**src/rtl/load_store_unit.sv**
```systemverilog
// load_store_unit: RV32I load/store bridge to a word-only data memory.
//   clk, reset            : clock, synchronous active-high reset
//   req_*, funct3, addr   : core request (store when req_we), RV32I width code
//   wdata / rdata         : store data in, extended load data out
//   stall                 : held high during the read phase of SB/SH
//   misaligned, fault     : combinational request classification
//   err_sticky            : latched OR of misaligned|fault until reset
//   mem_*                 : word-addressed data memory port
module load_store_unit #(
   parameter int MEM_BYTES = 4000
) (
   input  logic        clk,
   input  logic        reset,
   input  logic        req_valid,
   input  logic        req_we,
   input  logic [2:0]  funct3,
   input  logic [31:0] addr,
   input  logic [31:0] wdata,
   output logic [31:0] rdata,
   output logic        stall,
   output logic        misaligned,
   output logic        fault,
   output logic        err_sticky,
   output logic        mem_WE,
   output logic [31:0] mem_Address,
   output logic [31:0] mem_WD,
   input  logic [31:0] mem_RD
);
   localparam logic [31:0] LAST = 32'(MEM_BYTES - 1);
   typedef enum logic {IDLE, RMW_WRITE} state_t;
   state_t      r_state;
   logic [31:0] r_merge, r_addr;
   logic        r_err;
   logic        w_idle, w_illegal, w_ok, w_start;
   logic [7:0]  w_b;
   logic [15:0] w_h;
   logic [31:0] w_ext, w_mask, w_ins;
   assign w_idle    = r_state == IDLE;
   assign w_illegal = (funct3 == 3'b011) || (funct3[2:1] == 2'b11) || (req_we && funct3[2]);
   assign misaligned = req_valid && ((funct3[1:0] == 2'b01 && addr[0]) || (funct3 == 3'b010 && addr[1:0] != 2'b00));
   assign fault     = req_valid && (w_illegal || addr > LAST);
   assign w_ok      = req_valid && !misaligned && !fault;
   // Byte and halfword lanes picked by shifting the addressed lane down to bit 0.
   assign w_b   = 8'(mem_RD >> {addr[1:0], 3'b000});
   assign w_h   = 16'(mem_RD >> {addr[1], 4'b0000});
   // funct3[2] marks the unsigned variants, which suppresses sign extension.
   assign w_ext = funct3[1] ? mem_RD
                : funct3[0] ? {{16{~funct3[2] & w_h[15]}}, w_h}
                : {{24{~funct3[2] & w_b[7]}}, w_b};
   assign rdata = (w_idle && w_ok && !req_we) ? w_ext : 32'h0;
   // Replicating the store data across lanes lets one mask select the target lane(s).
   assign w_mask = funct3[0] ? (32'h0000_FFFF << {addr[1], 4'b0000}) : (32'h0000_00FF << {addr[1:0], 3'b000});
   assign w_ins  = funct3[0] ? {2{wdata[15:0]}} : {4{wdata[7:0]}};
   assign w_start = !reset && w_idle && w_ok && req_we && !funct3[1];
   assign stall       = w_start;
   assign mem_WE      = !reset && (w_idle ? (w_ok && req_we && funct3 == 3'b010) : 1'b1);
   assign mem_Address = w_idle ? {addr[31:2], 2'b00} : r_addr;
   assign mem_WD      = w_idle ? wdata : r_merge;
   assign err_sticky  = r_err;
   always_ff @(posedge clk) begin
      if (reset) begin
         r_state <= IDLE;
         r_err   <= 1'b0;
      end else begin
         r_err   <= r_err || misaligned || fault;
         r_state <= w_start ? RMW_WRITE : IDLE;
         if (w_start) begin
            r_merge <= (mem_RD & ~w_mask) | (w_ins & w_mask);
            r_addr  <= {addr[31:2], 2'b00};
         end
      end
   end
endmodule

```
**config.mk**
```make
export PLATFORM = sky130hd
export DESIGN_NAME = load_store_unit
export DESIGN_NICKNAME = d
export VERILOG_FILES = /design/src/rtl/load_store_unit.sv
export SDC_FILE = /design/constraint.sdc
export NUM_CORES = 1
export LEC_CHECK = 0
export ABC_AREA = 1
export BUFFER_PORTS_ARGS = -buffer_cell sky130_fd_sc_hd__buf_2
export CAP_MARGIN = 20
export CORE_AREA = 2 2 105 107
export DETAILED_ROUTE_END_ITERATION = 8
export DIE_AREA = 0 0 107 109
export PLACE_DENSITY = 0.74
export SETUP_SLACK_MARGIN = 0.5
export SYNTH_ARGS = -nofsm -noshare
export SYNTH_HDL_FRONTEND = slang
export SYNTH_SLANG_ARGS = --single-unit
```
**constraint.sdc**
```tcl
create_clock -name clk -period 4.9 [get_ports clk]
set_clock_uncertainty 0.2 [all_clocks]
set_input_delay 0.98 -clock clk [delete_from_list [all_inputs] [get_ports clk]]
set_output_delay 0.98 -clock clk [all_outputs]
set_load 0.02 [all_outputs]
```
==> results.tsv <==
metric	value	unit
worst-r2r-cell-count	5	
syn2layout_area_growth	29.5	%
first_pass_iters	4	
fmax	247	MHz
critPathSlowestCell	nand2_1	
vias	4428	
drv_cap	0	
vdd_ir_drop_max	0.148	mV
grt-ovfl-total	0	
critPathRequiredTime	3.72	ns
drc	0	
grt_pass1_vias	3837	
drtIter0Drc	322	
fin_tns_setup	0	ns
vias_per_cell	4.81	
synthDistinctLibCells	30	
cts_hold_buffers	0	
cts_setup_buffers	0	
clock_latency	0.32	ns
setup_viol	0	
startpoint	funct3[0]	
antenna_found_initial	0	
synth-seq-cells	64	
maxSlewViolCount	0	
grt_max_degree	76	
cts_root_buf	clkbuf_8	
postSynthCellCount	592	
cp_slowest_stage_delay	0.37	ns
synth_area	4200	um2
grt_pass1_wl	19500	um
postCtsResizedCells	0	
clk_pin_slew	0.06	ns
row_count	38	
fin_util	51.3	%
ant_nets	0	
avgSynthCellArea	7.09	um2
cts_max_level	3	
end_kind	primary output	
dieArea	11700	um2
pin_count	204	
hold_path_depth	2	
die_w	107	um
drive_above_1_share	31.1	%
crit_fanout	23	
worstSetupStartpointType	input pin	
port_buffers	201	
globalplace.congestion	0.916	
layout_min_cycle_time	4.04	ns
dp_hpwl	9890	um
grt_util_all_layers	21.7	%
finalCritPeriodShare	82.5	%
slew_headroom	30.1	%
cts_buffer_depth	2	
cts_tree	built	
seqCellArea	1900	um2
fill_cells	1112	
start_util	39.6	%
rr_startpoint	r_state	
leakage	2.77	nW
p_per_area	237	nW/um2
hp-start	err_sticky	
status	completed	
rsz0062_at_grt	no	
hold_viol	0	
path_class	input pin to primary output	
multiInputGateArea	1950	um2
cp_data_arrival_time	2.86	ns
design.core.area	10600	um2
cts_buffers	9	
cp_cell_sequence	buf_2, inv_1, nand2_2, nand2_1, o22ai_1, nand2_1, o21ai_0, nor2_1, buf_2	
hold_path_class	flop to flop	
synth-seq-area-share	45.3	%
diodes	0	
worst_pin_slew	1.05	ns
yosys_warnings	0	
wl	12700	um
layout.nets	879	
wl_per_cell	13.7	um
die_h	109	um
numClockSinks	64	
-- final timing paths --
check | end | slack, ns
worst max register to register | r_merge[18] | 2.27
worst min-delay path | err_sticky | 0.31
worst max-delay path | rdata[4] | 0.86
worst min register to register | err_sticky | 0.31
-- final cells by class --
| class | count | area share [%] |
|---|---|---|
| clock buffer | 11 | 2.42 |
| clock inverter | 5 | 0.875 |
| sequential | 64 | 35.0 |
| multi-input combinational | 449 | 35.9 |
| timing repair buffer | 205 | 19.3 |
| tap | 140 | 3.22 |
| inverter | 47 | 3.25 |
-- placed cells by master, fill, tap and decap left out, types with 2 or more instances in the layout --
| master | Yosys | routed |
|---|---|---|
| nand2_2 | 3 | 3 |
| conb_1 | 1 | 2 |
| inv_2 | 2 | 2 |
| o21ai_0 | 75 | 75 |
| a21boi_0 | 8 | 8 |
| inv_1 | 44 | 44 |
| clkbuf_8 | 0 | 9 |
| a21oi_1 | 7 | 7 |
| nand2_1 | 264 | 264 |
| nor2_1 | 58 | 57 |
| nor2_4 | 1 | 2 |
| clkinv_2 | 0 | 2 |
| nand3_1 | 4 | 4 |
| clkbuf_1 | 19 | 2 |
| edfxtp_1 | 62 | 62 |
| o21ai_2 | 3 | 3 |
| clkinv_1 | 1 | 3 |
| nor2_2 | 3 | 3 |
| buf_2 | 4 | 201 |
| or2_2 | 7 | 7 |
| o22ai_1 | 7 | 7 |
| buf_4 | 5 | 3 |
-- registers in the layout (all words and copies together) (netlist names) --
name and flops:
err_sticky 1, r_addr 30, r_merge 32, r_state 1
-- cell usage after synthesis --
cell type  number  area share [%]
a21boi_0        8             1.4
a21oi_1         7            0.83
a21oi_2         1            0.21
a22oi_1         1            0.18
buf_1           1           0.089
buf_2           4            0.48
buf_4           5            0.89
buf_6           4             1.1
clkbuf_1       19             1.7
clkinv_1        1           0.089
conb_1          1           0.089
dfxtp_1         2            0.95
edfxtp_1       62              44
inv_1          44             3.9
inv_2           2            0.18
mux2_2          1            0.27
nand2_1       264              24
nand2_2         3            0.45
nand2_4         1            0.27
nand3_1         4            0.48
nand3_2         1            0.24
nand3b_1        1            0.18
nand4_4         1            0.51
nor2_1         58             5.2
nor2_2          3            0.45
nor2_4          1            0.27
o21ai_0        75             8.9
o21ai_2         3            0.63
o22ai_1         7             1.0
or2_2           7             1.0
-- kinds of logic after synthesis --
logic type	synth area share, %
AO/OA/AOI/OAI	13.3
buffers and inverters	8.43
AND/OR/NAND/NOR	32.7
other	0.0893
multiplexers	0.268
flip-flops	45.3
-- report_power, final --
part	switching, mW	internal [mW]
registers	0.000255	0.603
clock network	0.196	0.231
logic	0.167	0.0917
total	0.363	0.925
-- routing by layer --
metal  global-route usage [%]  share of wire [%]  vias to the layer above  wire [um]
met5                        0                  0                        -          0
met4                     6.68                1.7                        0        212
met3                     3.23                8.3                       17       1050
met2                     34.9                 45                      202       5680
met1                     30.3                 45                     1957       5710
li1                         -                  -                     2252          -
-- worst max-delay path: cells and delay by family --
family / cells / cell delay, ns
buf+inv: 3 / 0.74
simple gates: 4 / 0.74
compound gates: 2 / 0.41
-- stage by stage --
| step | setup WS, ns | hold WS [ns] | area, um2 | instances | power, mW |
|---|---|---|---|---|---|
| 2_1_floorplan | 0.986 | 0.375 | 4210 | 593 | 0.768 |
| 3_3_place_gp | 0.916 | 0.300 | 5260 | 905 | 0.872 |
| 3_5_place_dp | 0.897 | 0.302 | 5260 | 905 | 0.873 |
| 4_1_cts | 0.892 | 0.310 | 5440 | 921 | 1.29 |
| 5_1_grt | 0.575 | 0.345 | 5440 | 921 | 1.35 |
| 6_report | 0.859 | 0.311 | 5440 | 921 | 1.29 |
Power figures use the tool's default switching activity.
